### src/rtl/hazard_grid_pkg.sv
// Shared geometry constants, box record and sequencer state encoding for the hazard grid.
// The grid is 4 rows x 8 columns of 93x155-pixel cells over a 1240x375 image.
package hazard_grid_pkg;

  localparam int IMG_WIDTH   = 1240;
  localparam int IMG_HEIGHT  = 375;
  localparam int CELL_WIDTH  = 155;
  localparam int CELL_HEIGHT = 93;
  localparam int GRID_ROWS   = 4;
  localparam int GRID_COLS   = 8;
  localparam int COORD_W     = 11;
  localparam int NUM_CELLS   = GRID_ROWS * GRID_COLS;

  typedef struct packed {
    logic [COORD_W-1:0] top;
    logic [COORD_W-1:0] left;
    logic [COORD_W-1:0] bottom;
    logic [COORD_W-1:0] right;
  } hazard_box_t;

  typedef enum logic [1:0] {
    ST_ACCUM = 2'd0,
    ST_SCAN  = 2'd1,
    ST_OUT   = 2'd2
  } seq_state_t;

endpackage

### src/rtl/hazard_cell_mask.sv
// Combinational box-to-cell overlap mask: bit r*8+c is set when the box touches cell (r,c).
// Coordinates past the last row/column simply match no cell.
module hazard_cell_mask
  import hazard_grid_pkg::*;
(
  input  hazard_box_t          i_box,
  output logic [NUM_CELLS-1:0] o_mask
);

  for (genvar r = 0; r < GRID_ROWS; r++) begin : g_row
    for (genvar c = 0; c < GRID_COLS; c++) begin : g_col
      localparam logic [COORD_W-1:0] ROW_TOP = COORD_W'(r * CELL_HEIGHT);
      localparam logic [COORD_W-1:0] ROW_BOT = COORD_W'(r * CELL_HEIGHT + CELL_HEIGHT - 1);
      localparam logic [COORD_W-1:0] COL_LFT = COORD_W'(c * CELL_WIDTH);
      localparam logic [COORD_W-1:0] COL_RGT = COORD_W'(c * CELL_WIDTH + CELL_WIDTH - 1);

      assign o_mask[r*GRID_COLS + c] = !((i_box.bottom < ROW_TOP) || (i_box.top > ROW_BOT) ||
                                         (i_box.right < COL_LFT) || (i_box.left > COL_RGT));
    end
  end

endmodule

### src/rtl/hazard_grid_sequencer.sv
// Buffers a frame of hazard boxes, ORs their cell masks one per cycle, then holds the 32-cell result until taken.
// Optional HAZARD_OVF_FLAG_EN adds an ovf output flagging boxes dropped because the buffer was full.
module hazard_grid_sequencer
  import hazard_grid_pkg::*;
#(
  parameter int MAX_HAZARDS = 16
) (
  input  logic               clk,
  input  logic               rst,
  input  logic               box_valid,
  output logic               box_ready,
  input  logic [COORD_W-1:0] box_top,
  input  logic [COORD_W-1:0] box_left,
  input  logic [COORD_W-1:0] box_bottom,
  input  logic [COORD_W-1:0] box_right,
  input  logic               box_last,
  output logic               vec_valid,
  input  logic               vec_ready,
  output logic [15:0]        vec1,
  output logic [15:0]        vec2,
  output logic               busy
`ifdef HAZARD_OVF_FLAG_EN
  ,
  output logic               ovf
`endif
);

  localparam int IW = (MAX_HAZARDS > 1) ? $clog2(MAX_HAZARDS) : 1;
  localparam int CW = $clog2(MAX_HAZARDS + 1);

  seq_state_t             r_state;
  seq_state_t             w_next;
  logic [CW-1:0]          r_cnt;
  logic [IW-1:0]          r_idx;
  hazard_box_t            r_buf [MAX_HAZARDS];
  logic [NUM_CELLS-1:0]   r_acc;
  logic [NUM_CELLS-1:0]   r_vec;
  logic [NUM_CELLS-1:0]   w_mask;
  logic [NUM_CELLS-1:0]   w_acc_next;
  hazard_box_t            w_box_in;
  logic                   w_accept;
  logic                   w_store;
  logic                   w_scan_done;
  logic                   w_vec_hs;

  assign w_box_in    = '{top: box_top, left: box_left, bottom: box_bottom, right: box_right};
  assign w_accept    = box_valid && (r_state == ST_ACCUM);
  assign w_store     = w_accept && (r_cnt < CW'(MAX_HAZARDS));
  assign w_scan_done = (r_state == ST_SCAN) && (CW'(r_idx) == (r_cnt - CW'(1)));
  assign w_vec_hs    = (r_state == ST_OUT) && vec_ready;
  assign w_acc_next  = r_acc | w_mask;

  hazard_cell_mask u_cell_mask (
    .i_box  (r_buf[r_idx]),
    .o_mask (w_mask)
  );

  always_ff @(posedge clk or posedge rst) begin
    if (rst) r_state <= ST_ACCUM;
    else     r_state <= w_next;
  end

  always_comb begin
    w_next = r_state;
    case (r_state)
      ST_ACCUM: if (w_accept && box_last) w_next = ST_SCAN;
      ST_SCAN:  if (w_scan_done)          w_next = ST_OUT;
      ST_OUT:   if (vec_ready)            w_next = ST_ACCUM;
      default:                            w_next = ST_ACCUM;
    endcase
  end

  // Buffer holds no reset: slots are always written before being scanned.
  always_ff @(posedge clk) begin
    if (w_store) r_buf[r_cnt[IW-1:0]] <= w_box_in;
  end

  always_ff @(posedge clk or posedge rst) begin
    if (rst) begin
      r_cnt <= '0;
      r_idx <= '0;
      r_acc <= '0;
      r_vec <= '0;
    end else begin
      if (w_store) r_cnt <= r_cnt + CW'(1);
      if (w_accept && box_last) r_idx <= '0;
      if (r_state == ST_SCAN) begin
        r_acc <= w_acc_next;
        r_idx <= r_idx + IW'(1);
        if (w_scan_done) r_vec <= w_acc_next;
      end
      if (w_vec_hs) begin
        r_cnt <= '0;
        r_acc <= '0;
        r_vec <= '0;
      end
    end
  end

`ifdef HAZARD_OVF_FLAG_EN
  logic r_ovf;

  always_ff @(posedge clk or posedge rst) begin
    if (rst)                       r_ovf <= 1'b0;
    else if (w_vec_hs)             r_ovf <= 1'b0;
    else if (w_accept && !w_store) r_ovf <= 1'b1;
  end

  assign ovf = r_ovf;
`endif

  assign box_ready = (r_state == ST_ACCUM);
  assign busy      = (r_state != ST_ACCUM);
  assign vec_valid = (r_state == ST_OUT);
  assign vec1      = r_vec[15:0];
  assign vec2      = r_vec[31:16];

endmodule

### config.mk
export PLATFORM = sky130hd
export DESIGN_NAME = hazard_grid_sequencer
export DESIGN_NICKNAME = d
export VERILOG_FILES = /design/src/rtl/hazard_grid_pkg.sv /design/src/rtl/hazard_cell_mask.sv /design/src/rtl/hazard_grid_sequencer.sv
export SDC_FILE = /design/constraint.sdc
export NUM_CORES = 1
export LEC_CHECK = 0
export ABC_AREA = 1
export CAP_MARGIN = 20
export CORE_MARGIN = 1
export CORE_UTILIZATION = 48
export DETAILED_ROUTE_END_ITERATION = 8
export PLACE_DENSITY = 0.66
export SYNTH_ARGS = -nofsm -noshare
export SYNTH_HDL_FRONTEND = slang
export SYNTH_SLANG_ARGS = --single-unit
### constraint.sdc
create_clock -name clk -period 4.8 [get_ports clk]
set_clock_uncertainty 0.2 [all_clocks]
set_input_delay 0.72 -clock clk [delete_from_list [all_inputs] [get_ports clk]]
set_output_delay 0.72 -clock clk [all_outputs]
set_load 0.005 [all_outputs]
==> metrics.log, run 1 <==
INFO  metric post_synth_fa_ha_maj_area_fraction = 0.00190
INFO  metric fmax = 252 MHz
INFO  metric slowest_stage = sky130_fd_sc_hd__dfrtp_4
INFO  metric drc_errors = 0
INFO  metric synth_edf_count = 704
INFO  metric h-tree-depth = 3
INFO  metric ant_nets = 0
INFO  metric power.density = 576 mW/mm^2
INFO  metric tns = 0 ns
INFO  metric vdd_drop_max = 668 uV
INFO  metric syn-instance-count = 3047
INFO  metric final-seq-area = 0.0230 sq mm
INFO  metric synth_compound_area_frac = 0.0440
INFO  metric power_switching = 8.13 mW
INFO  metric yosysUniqueCellTypes = 42
INFO  metric drt-total-wl = 82100 um
INFO  metric setup.worst_path.start_class = flop
INFO  metric critical_path.max_fanout = 129
INFO  metric mappedNetlistArea = 0.0329 sq mm
INFO  metric cp_cell_sequence = inv_8 -> buf_4 -> nand2_1 -> nand3_1 -> nand3_1 -> nand3_1 -> nand2_1 -> nand2_1 -> nand2_1 -> nand2_1 -> a21oi_1 -> a21oi_1 -> nand2_1 -> nand2_1 -> nand2_1 -> o21ai_0
INFO  metric nNetsFinal = 3164
INFO  metric vias = 22000
INFO  metric timing_worst_slew_pin_value = 0.978 ns
INFO  metric grt.total_usage = 0.236
INFO  metric detailedRoute.firstPassIterationCount = 5
INFO  metric synth_largest_type_area_fraction = 0.642
INFO  metric post-route-min-period = 3.97 ns
INFO  metric non_filler_cell_area_final = 0.0372 sq mm
INFO  metric overflow = 0
INFO  metric post_drt_via_cell_ratio = 5.45
INFO  metric io_pins = 84
INFO  metric criticalPathCategory = reg2reg
INFO  metric placeable_area = 0.0675 sq mm
INFO  metric setup_viol = 0
INFO  metric synth_nets = 3101
INFO  metric hold_path_depth = 2
INFO  metric synth-seq-area-share = 0.699
INFO  metric avgRoutedWirePerCell = 20.3 um
INFO  metric share_clk_of_total_power = 0.291
INFO  metric slew_headroom = 0.348
INFO  metric ys_top_cells_by_area = sky130_fd_sc_hd__edfxtp_1, sky130_fd_sc_hd__nand2_1, sky130_fd_sc_hd__dfrtp_1
INFO  metric internal_power = 13.3 mW
INFO  metric yosys.area.top_type = sky130_fd_sc_hd__edfxtp_1
INFO  metric async_flop_share = 0.0963
INFO  metric start_util = 0.488
INFO  metric fp.dieH = 264 um
INFO  metric critical-path-max-stage-delay = 0.70 ns
INFO  metric post_cts.repair.setup_buffers = 0
INFO  metric cap_viol_max_count = 0
INFO  metric netSwitchingFraction = 0.379
INFO  metric worst_skew_pair.late_latency = 0.64 ns
INFO  metric filler_cell_count = 5503
INFO  metric placedInstanceArea = 0.0346 sq mm
INFO  metric place.gp.congestion = 0.842
INFO  metric post-route-period-util = 0.826
INFO  metric antenna_found_initial = 2
INFO  metric dp_hpwl = 43600 um
INFO  metric synth-xor-area-share = 0.00160
INFO  metric worst_hold_path_type = reg2reg
INFO  metric run_status = finished, final reports clean
INFO  metric synth_top_family_by_area = simple AND/OR/NAND/NOR gates
INFO  metric worst-endpoint-arrival = 4.30 ns
INFO  metric cp-end-kind = flop
INFO  metric synthSimpleGateAreaFrac = 0.198
INFO  metric place_worst_setup_slack = 0.888 ns
INFO  metric clock_path_buffers = 3
INFO  metric multiInputGateArea = 0.00821 sq mm
INFO  metric share_of_power_burned_in_registers = 0.360
INFO  metric floorplan.die.width = 264 um
INFO  metric timing.reg2reg.worst_path_depth = 16
INFO  metric largest_net_degree_at_the_start_of_global_routing = 177
INFO  metric finalCoreUtilization = 0.551
INFO  metric synthMuxAreaShare = 0
INFO  metric finalMaxSlewViolations = 0
INFO  metric first_global_vias = 21400
INFO  metric cts-resized-gates = 0
INFO  metric yosysWarningCount = 0
INFO  metric postSynthAreaPerCell = 10.8 sq um
INFO  metric detailedRoute.firstIterationViolations = 2383
INFO  metric number_of_buffers_added_to_fix_hold_violations_after_cts = 0
INFO  metric timing.critical_path.required = 5.13 ns
INFO  metric count_of_state_elements_after_synthesis = 779
INFO  metric fin_worst_hold_slack = 0.281 ns
INFO  metric yosys_most_used_dff = sky130_fd_sc_hd__edfxtp_1
INFO  metric cts_num_sinks = 779
INFO  metric numPortBuffers = 83
INFO  metric grt_pass1_wl = 125000 um
INFO  metric grt_setup_unrepaired = no
INFO  metric cts_made_buffers = 80
INFO  metric clkTransAtPathRegs = 0.06 ns
INFO  metric syn_to_final_growth = 13.0%
INFO  metric area_of_the_die = 0.0697 sq mm
INFO  metric power_frac_comb = 0.349
INFO  metric number_of_antenna_repair_diodes = 0
INFO  metric num_rows = 95
INFO  metric drive_gt1_frac = 0.0690
INFO  metric hold_viol_final = 0
INFO  metric cts.root.buffer_cell = sky130_fd_sc_hd__clkbuf_16
INFO  metric critPathMostFrequentCell = sky130_fd_sc_hd__nand2_1
INFO  metric cts_tree = yes
INFO  metric p_leak = 14.5 nW
INFO  metric finalWorstSetupSlack = 0.833 ns
[per-layer routing]
layer  wire, um  global-route usage
met5         31                   0
met4       1890              0.0698
met3       5920              0.0384
met2      39700               0.396
met1      34600               0.318
[placed cells by master, fill, tap and decap left out, types with 5 or more instances in the layout]
cell,n
sky130_fd_sc_hd__edfxtp_1,704
sky130_fd_sc_hd__ha_1,5
sky130_fd_sc_hd__nor2_4,16
sky130_fd_sc_hd__o21ai_0,129
sky130_fd_sc_hd__clkbuf_1,12
sky130_fd_sc_hd__a21oi_1,46
sky130_fd_sc_hd__dfrtp_1,71
sky130_fd_sc_hd__clkinv_1,19
sky130_fd_sc_hd__buf_4,36
sky130_fd_sc_hd__buf_12,13
sky130_fd_sc_hd__clkbuf_16,82
sky130_fd_sc_hd__nand2_1,945
sky130_fd_sc_hd__nor2_1,276
sky130_fd_sc_hd__inv_1,226
sky130_fd_sc_hd__inv_6,5
sky130_fd_sc_hd__nor2_2,5
sky130_fd_sc_hd__clkdlybuf4s50_1,83
sky130_fd_sc_hd__clkinv_2,14
sky130_fd_sc_hd__o211ai_1,33
sky130_fd_sc_hd__inv_2,10
sky130_fd_sc_hd__bufinv_16,10
sky130_fd_sc_hd__o21ai_1,44
sky130_fd_sc_hd__nand3_1,332
[Yosys cell counts (all sizes together), types with 2 or more instances]
cell type and count:
nor2 297, inv 238, buf 123, dfrtp 75
clkbuf 28, nor3b 2, o211ai 34, ha 5
o22ai 2, nand3 332, or2 6, nor3 7
nand4 4, o21ai 174, xor2 3, a21oi 50
clkinv 2, nand2 949, nor4 3, xnor2 3
edfxtp 704
[critical path, delay by kind of cell (launching register included)]
| family | cells | cell delay, ns |
|---|---|---|
| buffers and inverters | 2 | 1.10 |
| and+or+nand+nor | 11 | 1.07 |
| DFF | 1 | 0.70 |
| AOI/OAI and AO/OA | 3 | 0.68 |
[power groups by stage]
stage | Combinational, mW | Clock [mW] | Sequential [mW]
after global placement | 7.26 | 0 | 7.84
after floorplan | 5.55 | 0 | 7.73
after global routing | 8.33 | 6.58 | 7.73
after CTS | 7.46 | 6.33 | 7.71
final | 7.48 | 6.25 | 7.71
after detailed placement | 7.40 | 0 | 7.85
[worst paths after layout]
path / from / endpoint / slack, ns
worst min-delay path: r_vec[12] / r_vec[12] / 0.28
worst min register to register: r_vec[12] / r_vec[12] / 0.28
worst max-delay path: r_idx[0] / r_acc[3] / 0.83
min in group asynchronous: rst / r_vec[14] / 0.49
worst max register to register: r_idx[0] / r_acc[3] / 0.83
max in group asynchronous: rst / r_idx[2] / 3.15
[layout make-up]
class	count	area share
tap	873	0.0293
timing repair buffer	132	0.0366
sequential	779	0.619
multi-input combinational	1877	0.220
clock buffer	94	0.0563
clock inverter	51	0.0141
inverter	240	0.0246
[state kept, by name, summed over array words and instances (netlist names)]
register and count:
r_idx 4, r_cnt 5, r_state 2, r_vec 32, r_buf 704, r_acc 32
[through the flow]
step                      instances  total power [mW]
after detailed placement       3901              15.2
after global routing           4046              22.6
after floorplan                3047              13.3
after CTS                      4046              21.5
after global placement         3901              15.1
final                          4046              21.4
[cells by family after synthesis]
logic type      count (synthesis)
buf+inv                       391
fa+ha+maj                       5
flops                         779
xor+xnor                        6
compound gates                265
simple gates                 1601
(Power assumes the default switching activity.)
==> run 2: changes to the inputs <==
==> constraint.sdc (replaced) <==
create_clock -name clk -period 3.5 [get_ports clk]
set_clock_uncertainty 0.2 [all_clocks]
set_input_delay 0.525 -clock clk [delete_from_list [all_inputs] [get_ports clk]]
set_output_delay 0.525 -clock clk [all_outputs]
set_load 0.005 [all_outputs]
==> run 2 against run 1 <==
Sequential power rose by 36%. Final cell count rose by 0.49%. Sequential share of layout area shrank 0.64 points. Die area unchanged. Worst hold slack got worse by 0.17 ns. Maximum frequency up 20%. Utilization rose by 0.57 points. Critical endpoint is now r_acc[11]. Highest routed layer unchanged.
==> metrics.log, run 2 (synthesis gave the netlist of run 1 again) <==
INFO  metric first_global_vias = 21900 (+2.1%)
INFO  metric setup_viol = 0 (unchanged)
INFO  metric cts_num_sinks = 779 (unchanged)
INFO  metric setup.worst_path.start_class = flop
INFO  metric clkTransAtPathRegs = 0.06 ns (about the same)
INFO  metric post_place_cells = 3923 (+0.56%)
INFO  metric post_drt_via_cell_ratio = 5.49 (+0.74%)
INFO  metric clock_path_buffers = 3 (unchanged)
INFO  metric floorplan.die.width = 264 um (unchanged)
INFO  metric antenna_found_initial = 4 (+2)
INFO  metric cts_tree = yes
INFO  metric timing.critical_path.required = 3.84 ns (-1.29 ns)
INFO  metric io_pins = 84 (unchanged)
INFO  metric placeable_area = 0.0675 sq mm (unchanged)
INFO  metric detailedRoute.firstIterationViolations = 2422 (+1.6%)
INFO  metric largest_net_degree_at_the_start_of_global_routing = 94 (-47%)
INFO  metric post-route-period-util = 0.945 (+0.118)
INFO  metric overflow = 0 (unchanged)
INFO  metric vias = 22300 (+1.2%)
INFO  metric drive_gt1_frac = 0.0730 (+0.00402)
INFO  metric slew_headroom = 0.550 (+0.201)
INFO  metric cts.root.buffer_cell = sky130_fd_sc_hd__clkbuf_16
INFO  metric drt-total-wl = 83400 um (+1.6%)
INFO  metric cts_made_buffers = 78 (-2.5%)
INFO  metric numPortBuffers = 83 (unchanged)
INFO  metric post-route-min-period = 3.31 ns (-0.660 ns)
INFO  metric grt_setup_unrepaired = no
INFO  metric start_util = 0.488 (unchanged)
INFO  metric power.density = 781 mW/mm^2 (+36%)
INFO  metric report.power.total = 29.4 mW (+37%)
INFO  metric nNetsFinal = 3187 (+0.73%)
INFO  metric fp.dieH = 264 um (unchanged)
INFO  metric hold_viol_final = 0 (unchanged)
INFO  metric num_rows = 95 (unchanged)
INFO  metric cap_viol_max_count = 0 (unchanged)
INFO  metric detailedRoute.firstPassIterationCount = 8 (+3)
INFO  metric grt_pass1_wl = 129000 um (+2.9%)
INFO  metric multiInputGateArea = 0.00821 sq mm (about the same)
INFO  metric critical_path.max_fanout = 88 (-32%)
INFO  metric grt.total_usage = 0.242 (+0.00585)
INFO  metric worst_hold_path_type = in2async
INFO  metric mostFrequentLayoutCells = sky130_fd_sc_hd__nand2_1, sky130_fd_sc_hd__edfxtp_1, sky130_fd_sc_hd__nand3_1, sky130_fd_sc_hd__nor2_1, sky130_fd_sc_hd__inv_1
INFO  metric run_status = finished, final reports clean
INFO  metric non_filler_cell_area_final = 0.0376 sq mm (+1.0%)
INFO  metric cp-end-kind = flop
INFO  metric finalMaxSlewViolations = 0 (unchanged)
INFO  metric h-tree-depth = 3 (unchanged)
INFO  metric stdcell_count = 4066 (+0.49%)
INFO  metric timing_worst_slew_pin_value = 0.674 ns (-0.304 ns)
INFO  metric place_worst_setup_slack = 0.186 ns (-0.702 ns)
INFO  metric worst-endpoint-arrival = 3.65 ns (-0.65 ns)
INFO  metric criticalPathCategory = reg2reg
INFO  metric vdd_drop_max = 568 uV (-15%)
INFO  metric ant_nets = 0 (unchanged)
INFO  metric largest_register_ff_count = 704 (unchanged)
INFO  metric area_of_the_die = 0.0697 sq mm (unchanged)
INFO  metric dp_hpwl = 45200 um (+3.8%)
INFO  metric finalWorstSetupSlack = 0.194 ns (-0.640 ns)
INFO  metric most_common_cell_after_layout_fill_and_taps_aside = sky130_fd_sc_hd__nand2_1
INFO  metric avgRoutedWirePerCell = 20.5 um (+1.1%)
INFO  metric p_leak = 14.6 nW (+0.99%)
INFO  metric filler_cell_count = 5515 (+0.22%)
INFO  metric fmax = 302 MHz (+20%)
INFO  metric worst_skew_pair.late_latency = 0.63 ns (about the same)
INFO  metric place.gp.congestion = 0.849 (+0.89%)
INFO  metric syn_to_final_growth = 14.2%
INFO  metric final-seq-area = 0.0230 sq mm (unchanged)
INFO  metric placedInstanceArea = 0.0351 sq mm (+1.5%)
INFO  metric drc_errors = 0 (unchanged)
[run 2: layout make-up]
type / count / area share
multi-input combinational: 1877 / 0.218
antenna: 3 / 0.000200
sequential: 779 / 0.612
inverter: 240 / 0.0244
timing repair buffer: 157 / 0.0510
tap: 873 / 0.0290
clock buffer: 105 / 0.0571
clock inverter: 32 / 0.00755
[run 2: power by group]
| group | switching [mW] | internal, mW |
|---|---|---|
| Combinational | 7.63 | 3.24 |
| Sequential | 0.140 | 10.4 |
| Clock | 3.47 | 4.55 |
[run 2: worst paths after layout]
kind | slack (ns) | depth (start not counted) | from | end
max in group asynchronous | 2.28 | 3 | rst | r_idx[0]
worst max register to register | 0.19 | 18 | r_idx[0] | r_acc[11]
worst max-delay path | 0.19 | 18 | r_idx[0] | r_acc[11]
min in group clk | 0.28 | 2 | r_vec[13] | r_vec[13]
worst min-delay path | 0.11 | 2 | rst | r_vec[14]
worst min register to register | 0.28 | 2 | r_vec[13] | r_vec[13]
[run 2: timing repair]
action | in CTS | in global routing
hold endpoints to repair | 0 | 0
setup buffers | 0 | 3
endpoints found under the setup margin | 0 | 22
gates resized for setup | 0 | 4
hold buffers | 0 | 0
[run 2: routing by layer]
layer / vias up / track usage / routed length, um
li1: 10400 / - / -
met1: 10800 / 0.328 / 34600
met2: 920 / 0.404 / 40300
met3: 142 / 0.0368 / 6530
met4: 2 / 0.0753 / 1930
met5: - / 0 / 13
[run 2: through the flow]
step                      hold slack, ns  TNS (ns)  utilization
after floorplan                    0.272   -165.85            -
final                              0.108         0        0.557
after detailed placement           0.266         0        0.520
after CTS                          0.103         0        0.556
after global placement             0.268         0        0.520
after global routing               0.180         0        0.557
[run 2: worst max-delay path, cell delays in order, from the launching register on]
cell,delay [ns]
sky130_fd_sc_hd__dfrtp_4,0.58
sky130_fd_sc_hd__buf_4,0.18
sky130_fd_sc_hd__buf_12,0.30
sky130_fd_sc_hd__nand2_1,0.10
sky130_fd_sc_hd__nand3_1,0.10
sky130_fd_sc_hd__nand3_1,0.11
sky130_fd_sc_hd__nand3_1,0.13
sky130_fd_sc_hd__nand2_1,0.17
sky130_fd_sc_hd__inv_1,0.09
sky130_fd_sc_hd__nand2_1,0.06
sky130_fd_sc_hd__nor2_1,0.10
sky130_fd_sc_hd__nand3_1,0.08
sky130_fd_sc_hd__nand2_1,0.18
sky130_fd_sc_hd__nand2_1,0.13
sky130_fd_sc_hd__nor2_4,0.25
sky130_fd_sc_hd__nand2_1,0.14
sky130_fd_sc_hd__nand2_1,0.10
sky130_fd_sc_hd__nand2_1,0.05
sky130_fd_sc_hd__o21ai_0,0.08
